## src/rtl/branch_predictor.sv

```systemverilog
// branch_predictor: tagged direct-mapped BTB with saturating direction
// counters and optional gshare indexing. Prediction is combinational from
// pc_F and registered state. Decode feeds back the resolved outcome, which
// updates the table, raises mispredict and supplies recover_pc.
// Saturating statistics counters are kept alongside.
//
// Update handshake: upd_valid marks a resolved branch or jump in decode.
// hold acts as the inverse of ready. An outcome is consumed only in a cycle
// with upd_valid=1, hold=0 and rst=0, and decode keeps it stable until then.
// So an outcome held across several stall cycles is applied exactly once.
module branch_predictor #(
  parameter int PC_W    = 10,
  parameter int IDX_W   = 4,
  parameter int CTR_W   = 2,
  parameter int HIST_EN = 0,
  parameter int CNT_W   = 16
) (
  input  logic              clk,
  input  logic              rst,
  input  logic              hold,
  input  logic [PC_W-1:0]   pc_F,
  output logic              pred_taken,
  output logic [PC_W-1:0]   pred_target,
  output logic              pred_hit,
  output logic [IDX_W-1:0]  pred_ghr,
  input  logic              upd_valid,
  input  logic              upd_jump,
  input  logic [PC_W-1:0]   upd_pc,
  input  logic              upd_taken,
  input  logic [PC_W-1:0]   upd_target,
  input  logic              upd_pred_taken,
  input  logic [PC_W-1:0]   upd_pred_target,
  input  logic [IDX_W-1:0]  upd_ghr,
  output logic              mispredict,
  output logic [PC_W-1:0]   recover_pc,
  output logic [CNT_W-1:0]  stat_branches,
  output logic [CNT_W-1:0]  stat_mispredicts
);

  localparam int N     = 1 << IDX_W;
  localparam int TAG_W = PC_W - IDX_W;
  localparam logic [CTR_W-1:0] CTR_MAX  = '1;
  localparam logic [CTR_W-1:0] CTR_WEAK = CTR_W'(1 << (CTR_W - 1));

  // Table storage
  logic [N-1:0]      r_valid;
  logic [N-1:0]      r_jmp;
  logic [TAG_W-1:0]  r_tag    [N];
  logic [PC_W-1:0]   r_target [N];
  logic [CTR_W-1:0]  r_ctr    [N];

  // Global history and statistics
  logic [IDX_W-1:0]  r_ghr;
  logic [CNT_W-1:0]  r_branches;
  logic [CNT_W-1:0]  r_mispredicts;

  // Prediction-side wires
  logic [IDX_W-1:0]  w_ghr_use;
  logic [IDX_W-1:0]  w_pidx;
  logic              w_p_hit;

  // Update-side wires
  logic              w_ue;
  logic [IDX_W-1:0]  w_uidx;
  logic              w_u_hit;
  logic [CTR_W-1:0]  w_ctr_cur;
  logic [CTR_W-1:0]  w_ctr_inc;
  logic [CTR_W-1:0]  w_ctr_dec;
  logic              w_mis;

  // Bimodal mode ignores history entirely; the register stays at its reset 0.
  assign w_ghr_use = (HIST_EN != 0) ? r_ghr : '0;

  // Fetch-side lookup uses the live GHR.
  assign w_pidx  = pc_F[IDX_W-1:0] ^ w_ghr_use;
  assign w_p_hit = r_valid[w_pidx] & (r_tag[w_pidx] == pc_F[PC_W-1:IDX_W]);

  assign pred_hit    = w_p_hit;
  assign pred_taken  = w_p_hit & (r_jmp[w_pidx] | r_ctr[w_pidx][CTR_W-1]);
  assign pred_target = w_p_hit ? r_target[w_pidx] : '0;
  assign pred_ghr    = w_ghr_use;

  // Update side indexes with the GHR the prediction was made under, so the
  // entry trained is the one that produced the prediction.
  assign w_ue    = upd_valid & ~hold & ~rst;
  assign w_uidx  = upd_pc[IDX_W-1:0] ^ ((HIST_EN != 0) ? upd_ghr : '0);
  assign w_u_hit = r_valid[w_uidx] & (r_tag[w_uidx] == upd_pc[PC_W-1:IDX_W]);

  assign w_ctr_cur = r_ctr[w_uidx];
  assign w_ctr_inc = (w_ctr_cur == CTR_MAX) ? w_ctr_cur : w_ctr_cur + CTR_W'(1);
  assign w_ctr_dec = (w_ctr_cur == '0)      ? w_ctr_cur : w_ctr_cur - CTR_W'(1);

  // Direction and target are both checked; a wrong target only matters if taken.
  assign w_mis = w_ue & ((upd_taken != upd_pred_taken) |
                         (upd_taken & (upd_pred_target != upd_target)));

  assign mispredict = w_mis;
  // Fall-through wraps modulo 2^PC_W through the natural truncation of the add.
  assign recover_pc = w_ue ? (upd_taken ? upd_target : upd_pc + PC_W'(1)) : '0;

  assign stat_branches    = r_branches;
  assign stat_mispredicts = r_mispredicts;

  // Table training: adjust the counter on a hit, allocate on a taken miss.
  always_ff @(posedge clk) begin
    if (rst) begin
      r_valid <= '0;
      r_jmp   <= '0;
      for (int i = 0; i < N; i++) begin
        r_tag[i]    <= '0;
        r_target[i] <= '0;
        r_ctr[i]    <= '0;
      end
    end else if (w_ue) begin
      if (w_u_hit) begin
        if (upd_jump) begin
          r_ctr[w_uidx] <= CTR_MAX;
          r_jmp[w_uidx] <= 1'b1;
        end else if (upd_taken) begin
          r_ctr[w_uidx] <= w_ctr_inc;
        end else begin
          r_ctr[w_uidx] <= w_ctr_dec;
        end
        if (upd_taken) begin
          r_target[w_uidx] <= upd_target;
        end
      end else if (upd_taken) begin
        r_valid[w_uidx]  <= 1'b1;
        r_tag[w_uidx]    <= upd_pc[PC_W-1:IDX_W];
        r_target[w_uidx] <= upd_target;
        r_jmp[w_uidx]    <= upd_jump;
        r_ctr[w_uidx]    <= upd_jump ? CTR_MAX : CTR_WEAK;
      end
    end
  end

  // Global history: shift in conditional outcomes only; jumps leave it alone.
  always_ff @(posedge clk) begin
    if (rst) begin
      r_ghr <= '0;
    end else if ((HIST_EN != 0) && w_ue && !upd_jump) begin
      r_ghr <= (r_ghr << 1) | IDX_W'(upd_taken);
    end
  end

  // Statistics: count resolved branches and mispredicts, saturating at all-ones.
  always_ff @(posedge clk) begin
    if (rst) begin
      r_branches    <= '0;
      r_mispredicts <= '0;
    end else if (w_ue) begin
      if (!(&r_branches)) begin
        r_branches <= r_branches + CNT_W'(1);
      end
      if (w_mis && !(&r_mispredicts)) begin
        r_mispredicts <= r_mispredicts + CNT_W'(1);
      end
    end
  end

endmodule

```

## config.mk

```make
export PLATFORM = sky130hd
export DESIGN_NAME = branch_predictor
export DESIGN_NICKNAME = d
export VERILOG_FILES = /design/src/rtl/branch_predictor.sv
export SDC_FILE = /design/constraint.sdc
export NUM_CORES = 1
export LEC_CHECK = 0
export CAP_MARGIN = 25
export CORE_MARGIN = 4
export CORE_UTILIZATION = 51
export DETAILED_ROUTE_END_ITERATION = 10
export PLACE_DENSITY = 0.8
export SLEW_MARGIN = 5
export SYNTH_ARGS = -nofsm -noshare
export SYNTH_HDL_FRONTEND = slang
export SYNTH_SLANG_ARGS = --single-unit
```

## constraint.sdc

```tcl
create_clock -name clk -period 5 [get_ports clk]
set_clock_uncertainty 0.15 [all_clocks]
set_input_delay 1 -clock clk [delete_from_list [all_inputs] [get_ports clk]]
set_output_delay 1 -clock clk [all_outputs]
set_load 0.02 [all_outputs]
```

# == After elaboration in Yosys (flattened, before gate mapping) ==
# Memories as Yosys holds them, arrays and structs flattened.
# Index checks and enable logic that the tools add are counted.
# classes
add_sub_neg,5
n_mux,58
magnitude_cmp,3
n_div,0
n_bitwise,19
n_shift,0
eq_ne,6
mul,0
reduce_logical,14
# op_table
cell,n
2-to-1 mux 10 bit,5
2-to-1 mux 16 bit,3
2-to-1 mux 1 bit,35
"adder 16 x 1 -> 16 bit, second input constant",2
bitwise OR 16 bit,2
AND reduction 16 bit,2
bitwise mux 16 bit,1
binary-select mux 1 bit (select 4 bit),3
equality test 6 bit,2
2-to-1 mux 2 bit,6
2-to-1 mux 4 bit,3
"adder 10 x 1 -> 10 bit, second input constant",1
"less-than comparator 4 x 5 -> 1 bit, second input constant",2
inequality test 10 bit,1
OR reduction 10 bit,1
AND 1 bit,7
2-to-1 mux 6 bit,1
bitwise OR 1 bit,6
AND reduction 3 bit,2
OR reduction 6 bit,1
demux 1 bit (select 4 bit),1
"greater-or-equal comparator 4 x 1 -> 1 bit, second input constant",1
NOT 1 bit,4
AND reduction 2 bit,2
10 further kinds,11
# totals
latch_bits,0
rom_bits,0
output_inout_bits,59
ramBits,288
input_bits,51
register_bits,64
elab_cells,112
n_memories,3
# memory_table
name,depth,width,rd,rd_ports_with_merged_regs,wr,line,source
r_target,16,10,1,0,16,49,logic [PC_W-1:0] r_target [N];
r_tag,16,6,2,0,16,48,logic [TAG_W-1:0] r_tag [N];
r_ctr,16,2,2,0,16,50,logic [CTR_W-1:0] r_ctr [N];

# == Depth between registers and ports, before layout ==
# Gate-level depths: netlist of run 1.
# depth
ltp_word,12
depth_mapped,14
depth_no_buf,9

# == Worst setup path after synthesis of run 1 ==
# No wires, ideal clock.
# synth_timing
path_type,input-to-output
from,in pc_F[0]
to,out pred_taken
n_path_buf,2
stages,8
slack_ns,0.418
t_required_ns,3.850
t_arrival_ns,3.432
cell_sequence,buf_4 mux4_2 mux4_2 xnor2_1 nand4_1 or4_1 buf_6 nor2_1
# synth_via
elab_chain_len,4
# synth_lines
element,line,source
"start, declared",21,"input logic [PC_W-1:0] pc_F,"
"memory read (16 x 6 bit), or another cell as far along",-,
"equality test 6 bit, or another cell as far along",76,assign w_p_hit = r_valid[w_pidx] & (r_tag[w_pidx] == pc_F[PC_W-1:IDX_W]);
AND 1 bit or bitwise OR 1 bit (tied branches),"76, 79",
AND 1 bit (*),79,assign pred_taken = w_p_hit & (r_jmp[w_pidx] | r_ctr[w_pidx][CTR_W-1]);
"end, declared",22,"output logic pred_taken,"
# Mark *: on every way between the ends. The rest lies on a longest branch, timed or not. The select of a mux whose other input is x is not followed.

# == Worst setup path after layout of run 1 ==
# layout_timing
from,in pc_F[0]
to,out pred_target[7]
# layout_via
elab_chain_len,4
# layout_lines
element,line,source
memory read (16 x 6 bit) or binary-select mux 1 bit (select 4 bit) (tied branches),-,
equality test 6 bit or 2-to-1 mux 1 bit (tied branches),76,
AND 1 bit,76,
2-to-1 mux 10 bit (*),80,assign pred_target = w_p_hit ? r_target[w_pidx] : '0;
"end, declared",23,"output logic [PC_W-1:0] pred_target,"
# Marked as above.

==> results.md, run 1 <==
* Final Cell Area at about 21,000 sq um
* Prevailing post-synth register cell: edfxtp_1
* Number of setup violations in the final report at 0
* Placer congestion estimate at ~0.96
* Via Count at between 10k and 15k
* Share of cells above drive strength 1 at 0.212
* Dpl cells at slightly below 2k
* Diodes inserted at 0
* Vias in the first global route at between 10k and 15k
* Run status: complete, no violations
* Die Span Y at 196 microns
* RSZ-0062 raised after global routing: false
* Commonest cells in the netlist: 288 x edfxtp_1, 183 x nor2_1, 120 x mux4_2
* Drt first pass iters at 6
* Synth top area share at 0.480
* Wirelength, routed at 53,200 microns
* Worst hold start: r_jmp[10]$_SDFFE_PP0P_
* Setup Fix Bufs, Post-CTS at 0
* Max-slew violations at 0
* Place WS at -0.462 ns
* Final min period at approximately 4.9 ns
* Clock Power Share at 0.418
* Switching Share at 0.234
* Min-Delay Path Class: reg2reg
* Post-synthesis mux area share at 0.163
* Seq/Total Area, Yosys at 0.552
* Cell Int Power at about 5.3 mW
* Die Wd at a little under 200 microns
* Dominant cell type by area after synthesis: edfxtp_1
* Final setup margin at approximately 0.051 ns
* First-pass GRT wire length at 79,300 microns
* Synth-to-layout area growth at 16.6%
* DRC at 0
* Synth cell types at 64
* Maximum level of the CTS H-tree at 2
* Port buffer count at just over 100
* Max Fanout on Critical Path at 15
* Post-synth EDFFs at 288
* Fmax at between 0.2 and 0.25 GHz
* Starting Density at 0.519
* Core Area at roughly 35,000 sq um
* Final hold vios at 0
* Clock-pin slew on the worst setup and hold paths at about 0.060 ns
* Synth warn at 0
* Root Driver: clkbuf_16
* Startpoint types: input port
* Overflow after GRT at 0
* IO Count at 110
* GRT met1 Usage at 0.358
* Max IR drop VDD at ~220 uV
* Main combinational cell family by area after synthesis: multiplexers
* Finished Core Util at 0.605
* DR vias/cell at roughly 6.5
* Cell count after synthesis at 1,399
* Synth Area in Adders at 0.00480
* Critical path class: in2out
* WL/cell at 26.6 microns
* GRT Overall Usage at 0.272
* Endpoint class of the critical path: output pin
* Final cell count without fillers at 1,998
* DIE AREA at between 30,000 and 40,000 sq um
* M3 GR Usage at 0.0706
* CTS tree: done
* Post-Synthesis Cell Area at 18,000 sq um
* Min Hold Slack at around 0.31 ns
* Max-slew headroom at 0.390
* Compound-Gate Fraction of Synth Area at 0.0553
* Count leader, synth: edfxtp_1
* XOR/XNOR Fraction of Synth Area at 0.0243
* Grt met2 use at 0.432
* DRT iter0 DRCs at between 2k and 2.5k
* Max-cap violation count at 0
* Worst-Margin Slew at about 0.91 ns
* Worst skew pair latency at about 0.54 ns
* Worst endpoint required time at 3.85 ns
* Post-synth ARST share at 0
* Row count at slightly below 70
* Top post-synthesis cells by area: edfxtp_1 48%, mux4_2 15%, dfxtp_1 7.1%
* Synth Area in Simple Gates at 0.162
* Sw Pwr at about 1.6 mW
* Part of the power in registers at 0.482
* Most crowded layer after global routing: met2
* Syn Area/Cell at 12.9 sq um
* Worst Setup SP: pc_F[0]
* Initial antenna violation count at 0
* Num CTS Buffers at 39
* Leakage at 7.54 nW
* Clk sink count at about 350
* Pwr dens at around 330 nW/um^2
* Period utilisation layout at 0.990
* DRT antenna net count at 0
* Dpl cell area at about 20,000 sq um
* Combinational Power Share at 0.100
* Yosys reg bits at about 350
* Largest net degree at the start of global routing at 90
* Clock Path Buffers at 3
* Number of nets in the layout at ~1.6k
* CTS Hold Bufs at 0
* R2r startpoint: r_tag[10][3]$_SDFFCE_PN0P_
* Post-DP HPWL at between 30,000 and 40,000 microns
* Worst EP arrival at ~3.8 ns
-- path summary, 6_finish.rpt --
path,endpoint,slack [ns],depth (start not counted)
worst max-delay path,pred_target[7],0.05,9
worst min-delay path,r_jmp[10]$_SDFFE_PP0P_,0.31,2
worst max register to register,r_tag[5][1]$_SDFFCE_PN0P_,1.59,8
worst min register to register,r_jmp[10]$_SDFFE_PP0P_,0.31,2
-- power groups by stage --
| stage | Clock, mW | Combinational [mW] | Sequential, mW |
|---|---|---|---|
| 2_1_floorplan | 0 | 0.449 | 3.37 |
| 3_3_place_gp | 0 | 0.666 | 3.39 |
| 3_5_place_dp | 0 | 0.678 | 3.40 |
| 4_1_cts | 2.91 | 0.685 | 3.34 |
| 5_1_grt | 3.06 | 0.726 | 3.35 |
| 6_report | 2.90 | 0.697 | 3.35 |
-- state kept, by name, indices dropped and copies added (netlist names) --
signal and count:
r_target 160, r_ctr 32, r_tag 96, r_jmp 16, stat_mispredicts 16, r_valid 16, stat_branches 16
-- per-layer routing --
metal | wire length, microns | vias up
li1 | - | 5440
met1 | 18500 | 6337
met2 | 24800 | 1077
met3 | 7230 | 205
met4 | 2730 | 0
met5 | 0 | -
-- placed cells by master (no fill, tap or decap), types with 5 or more instances in the layout --
cell | Yosys | routed
inv_1 | 19 | 19
nor3_2 | 5 | 5
edfxtp_1 | 288 | 288
nand3_1 | 27 | 27
mux4_2 | 120 | 120
a21oi_1 | 51 | 51
nor2_2 | 10 | 10
a21o_1 | 10 | 10
nand2_1 | 58 | 58
and3_1 | 104 | 104
o21ai_0 | 15 | 15
and2_1 | 75 | 75
nor2_1 | 183 | 182
dfxtp_1 | 64 | 64
clkbuf_2 | 0 | 7
xor2_1 | 27 | 27
nand4_1 | 6 | 6
clkbuf_1 | 80 | 9
a211oi_1 | 6 | 6
buf_2 | 22 | 5
a41oi_1 | 11 | 11
clkdlybuf4s50_1 | 0 | 83
clkinv_1 | 1 | 8
nor2b_1 | 7 | 7
nor2b_2 | 8 | 8
nand2b_1 | 25 | 25
ha_1 | 6 | 6
buf_12 | 1 | 6
or3_1 | 12 | 12
a211oi_2 | 6 | 6
mux2i_1 | 19 | 19
nor3_1 | 32 | 32
xnor2_1 | 21 | 20
o21bai_1 | 18 | 18
clkbuf_16 | 0 | 40
buf_4 | 6 | 86
-- stage by stage --
step	TNS, ns	total power, mW
floorplan	0	3.82
detailed placement	-4.85	4.08
global route	0	7.14
global placement	-4.69	4.06
finish	0	6.95
CTS	0	6.94
-- cell type report --
type                       count  area, sq um
tap                          455          569
inverter                      21         83.8
sequential                   352         9930
multi-input combinational    906         7400
timing repair buffer         192         1710
fill                        2599        13700
clock inverter                20          216
clock buffer                  52         1080
-- timing repair --
item,CTS,global route
resized for setup,25,14
pin swaps,0,1
setup endpoints to repair,12,12
-- critical path, stage by stage --
cell	delay, ns
buf_12	0.15
mux4_2	0.51
mux4_2	0.52
xnor2_1	0.20
nand4_1	0.19
or4_1	0.56
buf_4	0.22
nor2b_2	0.12
clkdlybuf4s15_1	0.30
-- cells by family (layout without fill, tap and decap cells) --
family | Yosys count | after routing
compound gates | 141 | 141
other cells | 1 | 4
mux | 142 | 142
flops | 352 | 352
simple gates | 563 | 563
xor+xnor | 49 | 49
buf+inv | 144 | 285
fa+ha+maj | 7 | 7
Note: power is estimated with default switching activity, not from simulation.
==> run 2, diff against run 1 <==
Settings changed: SLEW_MARGIN 5 to 0.
==> results of run 2 <==
The final DEF is identical to that of run 1; final timing and power are the same.
